File: config.mk
export PLATFORM = sky130hd
export DESIGN_NAME = alu_issue_stage
export DESIGN_NICKNAME = d
export VERILOG_FILES = /design/src/rtl/alu_issue_stage.sv
export SDC_FILE = /design/constraint.sdc
export NUM_CORES = 1
export LEC_CHECK = 0
export CAP_MARGIN = 20
export CORE_MARGIN = 10
export CORE_UTILIZATION = 50
export DETAILED_ROUTE_END_ITERATION = 7
export HOLD_SLACK_MARGIN = 0.03
export PLACE_DENSITY = 0.73
export SLEW_MARGIN = 40
export SYNTH_ARGS = -nofsm -noshare
export SYNTH_HDL_FRONTEND = slang
export SYNTH_SLANG_ARGS = --single-unit
export TNS_END_PERCENT = 1
File: constraint.sdc
create_clock -name Clk -period 4.1 [get_ports Clk]
set_input_delay 0.82 -clock Clk [delete_from_list [all_inputs] [get_ports Clk]]
set_output_delay 0.82 -clock Clk [all_outputs]
set_load 0.01 [all_outputs]
File: src/rtl/alu_issue_stage.sv
// Operand-fetch/issue and writeback stage around an external combinational ALU.
// One instruction per cycle; the in-flight ALU result is forwarded to the next instruction.
module alu_issue_stage #(
  parameter int W    = 8,
  parameter int Ops  = 3,
  parameter int NREG = 8,
  parameter int RA   = 3
) (
  input  logic           Clk,
  input  logic           Reset_n,
  input  logic           in_valid,
  output logic           in_ready,
  input  logic [Ops-1:0] in_op,
  input  logic [RA-1:0]  in_rd,
  input  logic [RA-1:0]  in_rs,
  input  logic [RA-1:0]  in_rt,
  input  logic           in_imm_en,
  input  logic [W-1:0]   in_imm,
  input  logic           Hold,
  output logic [W-1:0]   A,
  output logic [W-1:0]   B,
  output logic [Ops-1:0] OP,
  input  logic [W-1:0]   alu_out,
  input  logic           alu_zero,
  input  logic           alu_sign,
  output logic           ex_valid,
  output logic           Z_flag,
  output logic           S_flag,
  input  logic [RA-1:0]  dbg_addr,
  output logic [W-1:0]   dbg_data
);

  // Handshake: an instruction transfers on an edge where in_valid && in_ready;
  // in_ready is simply !Hold, and upstream keeps in_* stable while Hold is high.

  logic [W-1:0]   regs_q [NREG];
  logic [W-1:0]   regs_d [NREG];
  logic [W-1:0]   a_q, a_d;
  logic [W-1:0]   b_q, b_d;
  logic [Ops-1:0] op_q, op_d;
  logic [RA-1:0]  ex_rd_q, ex_rd_d;
  logic           ex_valid_q, ex_valid_d;
  logic           z_q, z_d;
  logic           s_q, s_d;
  logic [W-1:0]   fwd_rs, fwd_rt;

  // The instruction in the ALU writes back on the same edge the next one samples
  // its operands, so a matching source must take alu_out instead of the stale register.
  assign fwd_rs = (ex_valid_q && (in_rs == ex_rd_q)) ? alu_out : regs_q[in_rs];
  assign fwd_rt = (ex_valid_q && (in_rt == ex_rd_q)) ? alu_out : regs_q[in_rt];

  always_comb begin
    regs_d     = regs_q;
    a_d        = a_q;
    b_d        = b_q;
    op_d       = op_q;
    ex_rd_d    = ex_rd_q;
    ex_valid_d = ex_valid_q;
    z_d        = z_q;
    s_d        = s_q;
    if (!Hold) begin
      if (ex_valid_q) begin
        regs_d[ex_rd_q] = alu_out;
        z_d             = alu_zero;
        s_d             = alu_sign;
      end
      ex_valid_d = in_valid;
      if (in_valid) begin
        a_d     = fwd_rs;
        b_d     = in_imm_en ? in_imm : fwd_rt;
        op_d    = in_op;
        ex_rd_d = in_rd;
      end
    end
  end

  always_ff @(posedge Clk) begin
    if (!Reset_n) begin
      for (int i = 0; i < NREG; i++) begin
        regs_q[i] <= '0;
      end
      a_q        <= '0;
      b_q        <= '0;
      op_q       <= '0;
      ex_rd_q    <= '0;
      ex_valid_q <= 1'b0;
      z_q        <= 1'b0;
      s_q        <= 1'b0;
    end else begin
      regs_q     <= regs_d;
      a_q        <= a_d;
      b_q        <= b_d;
      op_q       <= op_d;
      ex_rd_q    <= ex_rd_d;
      ex_valid_q <= ex_valid_d;
      z_q        <= z_d;
      s_q        <= s_d;
    end
  end

  assign in_ready = !Hold;
  assign A        = a_q;
  assign B        = b_q;
  assign OP       = op_q;
  assign ex_valid = ex_valid_q;
  assign Z_flag   = z_q;
  assign S_flag   = s_q;
  assign dbg_data = regs_q[dbg_addr];

endmodule

Word level (Yosys, flattened, before mapping)
Cells that the tools add are included.
- register bits after elaboration: 89
- output and inout port bits: 31
- input bits: 38
- bitwise gates (word level): 5
- reductions and logical operators: 6
- mux-type cells: 15
- $lt $le $gt $ge: 5
- eq/ne operators: 2
- operator list (cell ; count):
    two-way mux 8 bit ; 10
    binary-select mux 8 bit (select 3 bit) ; 3
    bitwise mux 64 bit ; 1
    demux 8 bit (select 3 bit) ; 1
    >= comparator 4 bit (second input constant) ; 4
    NOT 3 -> 4 bit ; 4
    equality test 3 bit ; 2
    < comparator 4 x 1 -> 1 bit (second input constant) ; 1
    AND reduction 2 bit ; 2
    logical AND 1 bit ; 3
    logical NOT 1 bit ; 1
    NOT 1 bit ; 1

Depth between registers and ports, before layout
- word-level depth: 6
- depth in mapped cells: 7
- depth with buffers taken out: 4

Least setup slack after synthesis
OpenSTA, ideal clock, no wires.
- kind: input to output
- from: in dbg_addr[0]
- to: out dbg_data[1]
- arrival time: 2.155 ns
- stages: 4
- path buffers: 2
- data required time: 3.280 ns
- path slack: 1.125 ns
- cell sequence: buf_2 > buf_2 > mux4_2 > mux2_2
- cells in the longest elaborated chain, start to end: 4
- RTL lines (item ; RTL line ; source):
    from (decl) ; 29 ; input logic [RA-1:0] dbg_addr,
    NOT 3 -> 4 bit (not written as such) ; 108 ; assign dbg_data = regs_q[dbg_addr];
    binary-select mux 8 bit (select 3 bit) ; 108 ;
    two-way mux 8 bit (not written as such) (2 in a row) ; 108 ;
    to (decl) ; 30 ; output logic [W-1:0] dbg_data
Every way passes these cells. The select of a mux whose other input is x is not followed.

Worst setup path in the final report
- from: in dbg_addr[0]
- to: out dbg_data[0]
Same word-level chain as after synthesis.

==> run_results.csv <==
group,metric,value,unit
power_and_ir_drop,power_leakage,2.32,nW
worst_setup_path,path_cells,"clkdlybuf4s50_1, buf_12, mux4_2, mux2_2, clkdlybuf4s50_1",
power_and_ir_drop,p_switching,0.430,mW
clock_network,h-tree-depth,3,
layout,nFillCells,851,
layout,drive_gt1_share,16.5,%
drt,drt-total-wl,14.4,mm
worst_setup_path,endpoint,"dbg_data[0]",
layout,final_util,60.5,%
drt,wl_per_cell,21.6,microns
drt,routed_via_density,6.03,
drt,num_vias,4005,
clock_network,ctsRootBufferMaster,"clkbuf_8",
placement,gp_congestion,0.876,
worst_setup_path,rrSetupSlack,2.01,ns
worst_setup_path,r2r_end,"regs_q[41]",
synth,synth-edff-count,0,
synth,syn_inst,477,
drt,final_antenna_net_count,0,
sta,timing_hold_violations_final,0,
layout,antennaDiodeCount,0,
worst_setup_path,max_stage_delay,0.52,ns
drt,drt_iter0_drc,275,
power_and_ir_drop,pwr-share-comb,12.7,%
hold_path,whs_path_depth,2,
floorplanning,die_w,122,microns
floorplanning,ios,69,
worst_setup_path,required,3.28,ns
floorplanning,rows,37,
worst_setup_path,timing.rr.start,"ex_valid",
global_route,grt_pass1_vias,4072,
global_route,grt_max_degree,57,
sta,fmax,275,MHz
sta,clock_skew,0.0115,ns
worst_setup_path,cp-end-kind,"output port",
drt,dr.pass1.iters,4,
clock_network,cts.clk_slew.worst_paths,0.07,ns
clock_network,clkLatencyLatePin,0.37,ns
worst_setup_path,crit_path_max_fanout,16,
power_and_ir_drop,p_per_area,282,nW/um^2
clock_network,clock-sinks,89,
synth,syn_area,5210,sq um
worst_setup_path,path_class,"in -> out",
power_and_ir_drop,clkPwrFrac,36.3,%
synth,synth.distinct_cells,32,
synth,ys_seq_area_share,34.2,%
synth,yosys_warnings,0,
layout,layout_common_cells,"dfxtp_1 (89), mux2i_1 (78), clkdlybuf4s50_1 (67), nor2b_1 (59), nand2_1 (32)",
worst_setup_path,path_common_cell,"clkdlybuf4s50_1",
global_route,grt_use_total,19.7,%
clock_network,hold_buffers,0,
clock_network,cts_repair_resize_count,0,
placement,dp_hpwl,9.95,mm
drt,drc,0,
layout,syn2layout_area_growth,18.7,%
worst_setup_path,rr_worst_depth,5,
sta,slew_headroom,45.3,%
global_route,grt_antenna_before_repair,0,
floorplanning,core,10200,sq um
floorplanning,die_area,14900,sq um
sta,tightest_slew,0.819,ns
layout,num-nets-final,563,
power_and_ir_drop,seqPwrFrac,51.0,%
worst_setup_path,arrival,2.81,ns
placement,port_buffers,68,
worst_setup_path,cpMaxStageDelayCell,"mux4_2",
sta,finalSetupViolations,0,
synth,ys_ff_latch,89,
global_route,grt-ovfl-total,0,
sta,setup_tns,0,ns
sta,rsz0062_at_grt,"no",
power_and_ir_drop,ir_drop,0.162,mV
clock_network,clockBufferDepth,2,
sta,min_period,3.63,ns
clock_network,cts_setup_buffers,0,
synth,ys_async_sr_fraction,0,%
synth,synthFlopType,"dfxtp_1",
global_route,grt_pass1_wl,22.7,mm
worst_setup_path,start_kind,"input port",
clock_network,cts_buffers,9,
synth,syn_avg_cell_area,10.9,sq um
sta,finalMaxSlewViolations,0,
run_status,status,"finished clean",
sta,finalCritPeriodShare,88.6,%
synth,synthesis.nets,515,
worst_setup_path,crit_start,"dbg_addr[0]",
clock_network,cts_tree,"yes",
hold_path,hold_class,"reg -> reg",
job,drv_cap,0,
floorplanning,initial_core_util,50.9,%
layout,final_common_cell,"dfxtp_1",
power_and_ir_drop,p_sw_share,24.7,%
power_and_ir_drop,p_int,1.31,mW
floorplanning,die_h,122,microns
==> registers in the layout, indices dropped and copies added (netlist names) <==
name      flops
S_flag        1
ex_rd_q       3
B             8
Z_flag        1
A             8
OP            3
regs_q       64
ex_valid      1
==> area by class of cell <==
class,count,area [sq um],area share [%]
inverter,1,3.75,0.0607
sequential,89,1780,28.8
clock buffer,12,165,2.67
multi-input combinational,338,3200,51.8
clock inverter,2,37.5,0.607
timing repair buffer,86,823,13.3
tap,136,170,2.75
==> cells in the mapped netlist (2+ instances only) <==
library cell,number,share of area [%]
a21boi_0,23,3.3
a21oi_1,16,1.5
a221o_1,8,1.5
a22oi_1,4,0.58
a32oi_1,4,0.67
and3_1,4,0.48
buf_1,3,0.22
buf_2,18,1.7
buf_4,3,0.43
clkbuf_1,23,1.7
dfxtp_1,89,34
mux2_2,16,3.5
mux2i_1,78,15
mux4_1,9,4.5
mux4_2,31,13
nand2_1,32,2.3
nand3_1,8,0.77
nand3b_1,12,1.7
nor2_1,4,0.29
nor2b_1,60,7.2
nor3b_1,2,0.29
o211ai_1,8,1.2
o21ai_0,8,0.77
xnor2_1,6,1.0
==> power by group through the flow <==
stage | clock, mW | combinational [mW] | sequential [mW]
after floorplan | 0 | 0.134 | 0.906
after global placement | 0 | 0.216 | 0.907
after detailed placement | 0 | 0.221 | 0.908
after CTS | 0.639 | 0.222 | 0.887
after global routing | 0.678 | 0.235 | 0.890
final | 0.633 | 0.221 | 0.888
==> cells by family (layout without fill, tap and decap cells) <==
kind of cell | count (synthesis) | in the layout | share of synthesized area, %
compound gates | 72 | 72 | 9.72
xor+xnor | 6 | 6 | 1.01
buf+inv | 50 | 101 | 4.70
flops | 89 | 89 | 34.2
mux | 134 | 134 | 36.4
simple gates | 126 | 126 | 14.0
==> worst min path at each step <==
stage | startpoint | end | slack (ns)
global route | OP[1] | OP[1] | 0.50
global placement | OP[1] | OP[1] | 0.45
finish | OP[2] | OP[2] | 0.47
detailed placement | OP[2] | OP[2] | 0.46
CTS | OP[2] | OP[2] | 0.47
floorplan | regs_q[56] | regs_q[56] | 0.46
==> worst max-delay path: cells and delay by family <==
kind	cells	cell delay [ns]
buffers and inverters	3	1.19
multiplexers	2	0.79
==> through the flow <==
step / instance area, sq um / hold WS, ns / power [mW] / setup WS, ns / cells
after global routing: 6180 / 0.504 / 1.80 / 0.418 / 664
final: 6180 / 0.469 / 1.74 / 0.468 / 664
after global placement: 5970 / 0.451 / 1.12 / 0.484 / 650
after floorplan: 5210 / 0.459 / 1.04 / 1.13 / 477
after CTS: 6180 / 0.475 / 1.75 / 0.458 / 664
after detailed placement: 5980 / 0.464 / 1.13 / 0.459 / 650
==> routing by layer <==
layer  global-route usage, %  up-vias  wire length [microns]
met5                       0        -                      0
met4                    8.47        0                    408
met3                    4.35       28                    924
met2                    32.2      127                   7100
met1                    24.6     1992                   5940
li1                        -     1858                      -
Power figures use the tool's default switching activity.
